--- config.mk ---
export PLATFORM = sky130hd
export DESIGN_NAME = mul
export DESIGN_NICKNAME = d
export VERILOG_FILES = /design/src/rtl/mul.sv
export SDC_FILE = /design/constraint.sdc
export NUM_CORES = 1
export LEC_CHECK = 0
export CORE_MARGIN = 2
export CORE_UTILIZATION = 30
export CTS_CLUSTER_DIAMETER = 30
export DETAILED_ROUTE_END_ITERATION = 12
export PLACE_DENSITY = 0.51
export SLEW_MARGIN = 20
export SYNTH_ARGS = -nofsm -noshare
export SYNTH_HDL_FRONTEND = slang
export SYNTH_SLANG_ARGS = --single-unit
--- constraint.sdc ---
create_clock -name clock -period 6.3 [get_ports clock]
set_clock_uncertainty 0.05 [all_clocks]
set_input_delay 1.575 -clock clock [delete_from_list [all_inputs] [get_ports clock]]
set_output_delay 1.575 -clock clock [all_outputs]
set_load 0.1 [all_outputs]
--- src/rtl/mul.sv ---
// rtl/mul.sv - sequential unsigned shift-add multiplier, one multiplier bit per clock
module mul #(
    parameter int WIDTH = 8
) (
    input  logic                 clock,
    input  logic                 reset_n,
    input  logic [WIDTH-1:0]     A,
    input  logic [WIDTH-1:0]     B,
    input  logic                 start,
    output logic [2*WIDTH-1:0]   P,
    output logic                 complete
);

    localparam int CW = $clog2(WIDTH + 1);
    localparam logic [CW-1:0] LAST = CW'(WIDTH - 1);

    typedef enum logic [1:0] {
        IDLE = 2'd0,
        RUN  = 2'd1,
        DONE = 2'd2
    } state_t;

    state_t             state;
    logic               start_q;
    logic [WIDTH-1:0]   mcand;
    logic [WIDTH-1:0]   mplier;
    logic [2*WIDTH-1:0] acc;
    logic [CW-1:0]      count;

    logic               start_edge;
    logic [WIDTH:0]     sum;
    logic [2*WIDTH-1:0] acc_next;

    assign start_edge = start & ~start_q;

    // Add into the upper half keeping the carry, then shift the whole accumulator right.
    always_comb begin
        sum      = {1'b0, acc[2*WIDTH-1:WIDTH]} + (mplier[0] ? {1'b0, mcand} : '0);
        acc_next = {sum, acc[WIDTH-1:1]};
    end

    always_ff @(posedge clock or negedge reset_n) begin
        if (!reset_n) begin
            state    <= IDLE;
            start_q  <= 1'b0;
            mcand    <= '0;
            mplier   <= '0;
            acc      <= '0;
            count    <= '0;
            P        <= '0;
            complete <= 1'b0;
        end else begin
            start_q <= start;
            case (state)
                IDLE, DONE: begin
                    if (start_edge) begin
                        mcand    <= A;
                        mplier   <= B;
                        acc      <= '0;
                        count    <= '0;
                        complete <= 1'b0;
                        state    <= RUN;
                    end
                end
                RUN: begin
                    acc    <= acc_next;
                    mplier <= mplier >> 1;
                    count  <= count + 1'b1;
                    if (count == LAST) begin
                        P        <= acc_next;
                        complete <= 1'b1;
                        state    <= DONE;
                    end
                end
                default: state <= IDLE;
            endcase
        end
    end

endmodule
# == After elaboration in Yosys (flattened, before gate mapping) ==
# Index checks and enable logic that the tools add are counted.
# totals
regBits,56
latchBits,0
ram_bits,0
romBits,0
in_bits,19
out_inout_bits,17
word_cells,38
mem_count,0
# op_classes
n_addsub,2
mul,0
div_mod_pow,0
n_lt_le_gt_ge,0
eq_ne,5
n_shift,0
n_mux,13
bitwise_logic,2
n_reduce_logical,8
# op_table
op,count
16-bit one-hot mux with 2 select lines,1
16-bit two-way mux,1
8-bit two-way mux,2
8-bit one-hot mux with 2 select lines,1
8-bit by 8-bit adder with 9-bit output,1
4-bit one-hot mux with 2 select lines,1
2-bit AND reduction,4
4-bit by 1-bit adder with 4-bit output (second input constant),1
4-bit by 3-bit == test with 1-bit output (second input constant),1
2-bit two-way mux,2
4-bit two-way mux,1
2-bit != test (second input constant),2
2-bit one-hot mux with 2 select lines,1
3-bit AND reduction,1
2-bit by 1-bit == test with 1-bit output (second input constant),1
2-bit == test (second input constant),1
2-bit logical NOT,1
1-bit two-way mux,2
1-bit one-hot mux with 2 select lines,1
2-bit nonzero test,1
2-bit OR reduction,1
1-bit AND,1
1-bit inverter,1

# == Depth between registers and ports, before layout ==
# logic_depth
depth_word,4
ltp_mapped,7
mapped_depth_nobuf,7

# == Worst setup path before layout ==
# Ideal clock, no wire load.
# synth_timing
path_kind,reg-to-output
start,reg P[0]
end,out P[0]
arrival_ns,0.897
required_ns,4.675
path_slack_ns,3.778
path_stages_with_launch,1
path_buffers,0
path_cell_list,dfrtp_1
# synth_rtl
element,line_no,source
from (decl),10,"output logic [2*WIDTH-1:0] P,"
from (signal assigned),70,P <= acc_next;
# No word-level cell between the ends.

# == Final worst setup path ==
# layout_timing
start,reg P[14]
end,out P[14]
# No word-level cell between the ends.

==> key figures <==
Routing
  • DR WL/cell: 12.5 um
  • First-pass iteration count of the detailed router: 4
  • Drt via density: 4.65
  • Vias post-DR: 1889
  • DR DRC count: 0
  • DRT iter0 DRCs: 89
  • Antenna-violating nets left: 0
  • Routed wire length: 5070 um

Clock tree
  • H-tree depth: 2
  • Clk sink count: 55
  • Root buffer selected by CTS: clkbuf_8
  • Post-CTS Repair Setup Buffers: 0
  • Worst-Skew Late Latency: 310 ps
  • CTS Buf Count: 5
  • Cts hold-fix bufs: 0
  • Bufs on Longest Clock Path: 2
  • Clock-pin transition on the worst setup and hold timing paths: 110 ps
  • CTS tree: built
  • Post-CTS sizing: 0

Yosys
  • Synth unique cells: 35
  • FF+latch count, synth: 55
  • Top cell type's share of synthesized area: 54.4%
  • Synthesized area: 2530 um2
  • Yosys warns: 0
  • Mapped Nets: 299
  • Synth top area cells: dfrtp_1, nand2_1, ha_1
  • Cell taking the most area after synthesis: dfrtp_1
  • Mapped Cells: 270
  • Syn Area/Cell: 9.37 um2
  • Seq/Total Area, Yosys: 54.4%

STA
  • Worst-margin pin slew: 1030 ps
  • Post-layout min period: 3480 ps
  • Tcrit/Tclk final: 55.2%
  • # setup viols final: 0
  • Hold Fails Final Rpt: 0
  • Slew HR: 31.2%
  • Total negative setup slack: 0 ps
  • Fmax: 287 MHz
  • Final worst setup slack: 2820 ps
  • Slew Limit Fails: 0
  • RSZ-0062 raised after global routing: no

Floorplanning
  • Starting Density: 30.9%
  • Num rows: 33
  • # IOs: 36
  • Core area: 8180 um2
  • Die Area: 9180 um2
  • Die Y: 95.8 um
  • DIE WIDTH: 95.8 um

Power
  • Peak supply drop: 139 uV
  • Pwr Density: 516 nW/um2
  • Leakage: 1.50 nW
  • Overall power: 1.58 mW

Global routing
  • Number of global-route vias before repair: 1865
  • First-pass GRT wire length: 8650 um
  • Total grt overflow: 0
  • GRT Util Overall: 12.1%
  • Largest net degree at the start of global routing: 56
  • Initial antenna violation count: 0

Setup path
  • Worst Setup End Kind: primary output
  • Crit path DAT: 1850 ps
  • Largest stage delay, worst path: 1140 ps
  • Cell family with most CP delay: buffers and inverters
  • Worst Path Required: 4680 ps
  • Worst path slowest cell: clkdlybuf4s50_1
  • Critical path, cell by cell: clkdlybuf4s50_1
  • CP bufs+invs: 1
  • Startpoint types: register
  • CP max FO: 2
  • Critical path class: register to primary output

Placement
  • HPWL Detailed: 3310 um
  • Placed Instances: 398
  • PortBufs: 35
  • Worst setup slack after placement: 2520 ps
  • RD Place Congestion: 0.774

Cells and area
  • Layout cells sized above 1: 4.98%
  • Final non-filler cell total: 406
  • Most frequent cells in the layout: nand2_1, dfrtp_1, clkdlybuf4s50_1
  • Layout overhead on the synthesized area: 20.6%
  • Antenna diode count: 0
  • Most common library cell in the layout ignoring fill and taps: nand2_1
  • Nets: 329

Outcome
  • Status: complete, no violations

Run
  • Max Cap Viol: 0

Worst hold path
  • Worst Hold Class: register to register
## metrics by stage
stage | utilization [%] | instance area [um2] | hold slack, ps
after floorplan | - | 2530 | 388
after global placement | 35.9 | 2940 | 403
after detailed placement | 35.9 | 2940 | 407
after CTS | 37.3 | 3050 | 430
after global routing | 37.3 | 3050 | 455
final | 37.3 | 3050 | 424
## registers in the layout (all words and copies together), names as in the netlist
name and flops:
count 4, P 16, mcand 8, complete 1, mplier 8, state 2
acc 15, start_q 1
## power by group
part / internal [mW] / switching (mW) / leakage, nW / total [mW]
Clock: 0.119 / 0.120 / 0.0581 / 0.239
Combinational: 0.218 / 0.543 / 0.729 / 0.761
Sequential: 0.490 / 0.0849 / 0.715 / 0.575
Total: 0.827 / 0.748 / 1.50 / 1.58
## cell type report
cell class	instances	area [um2]
fill	867	5120
clock inverter	3	43.8
inverter	1	3.75
clock buffer	5	68.8
timing repair buffer	37	360
multi-input combinational	200	1070
tap	105	131
sequential	55	1380
## tightest hold or removal path, cell delays in order (launching register included)
cell	delay (ps)
dfrtp_1	350
nand2_1	50
nand2_1	50
## final timing paths
check	start	to	slack (ps)	depth (start not counted)
hold / removal	mcand[6]$_DFFE_PN0P_	mcand[6]$_DFFE_PN0P_	420	2
setup reg to reg	state[0]$_DFFE_PN0P_	P[15]$_DFFE_PN0P_	3880	4
hold reg to reg	mcand[6]$_DFFE_PN0P_	mcand[6]$_DFFE_PN0P_	420	2
setup / recovery	P[14]$_DFFE_PN0P_	P[14]	2820	1
max in group asynchronous	reset_n	acc[13]$_DFFE_PN0P_	4390	2
min in group asynchronous	reset_n	mplier[1]$_DFFE_PN0P_	1340	2
## cells by family (layout without fill, tap and decap cells)
family	count (synthesis)	in the layout	synth area share (%)
AND/OR/NAND/NOR	149	149	25.5
flip-flops	55	55	54.4
AO/OA/AOI/OAI	36	36	9.59
buffers and inverters	15	46	3.46
adder cells (fa/ha/maj)	10	10	5.24
XOR/XNOR	4	4	1.39
multiplexers	1	1	0.396
## cells in the mapped netlist
library cell / number
nand2_1: 104
dfrtp_1: 55
nand3_1: 21
ha_1: 9
and2_1: 8
o21ai_0: 8
a22oi_1: 7
buf_2: 7
o21ai_1: 5
clkbuf_1: 4
a211o_1: 3
a21o_1: 3
a21oi_1: 3
buf_6: 3
nand4_1: 3
nor2_1: 3
xnor2_1: 3
nand2b_1: 2
nand3b_1: 2
o31ai_1: 2
a221oi_2: 1
a31oi_1: 1
and3_1: 1
fa_1: 1
inv_1: 1
mux2i_1: 1
nor2b_1: 1
nor3_1: 1
nor3b_2: 1
o211ai_1: 1
o21a_1: 1
o21ba_2: 1
or2_1: 1
or2_2: 1
xor2_1: 1
## routing by layer
metal / global-route usage, % / wire (um) / share of wire (%)
met2: 19.6 / 2230 / 44
met1: 16.0 / 2570 / 51
met4: 4.29 / 80 / 1.6
met3: 2.82 / 193 / 3.8
met5: 0 / 0 / 0
Power figures use the tool's default switching activity.
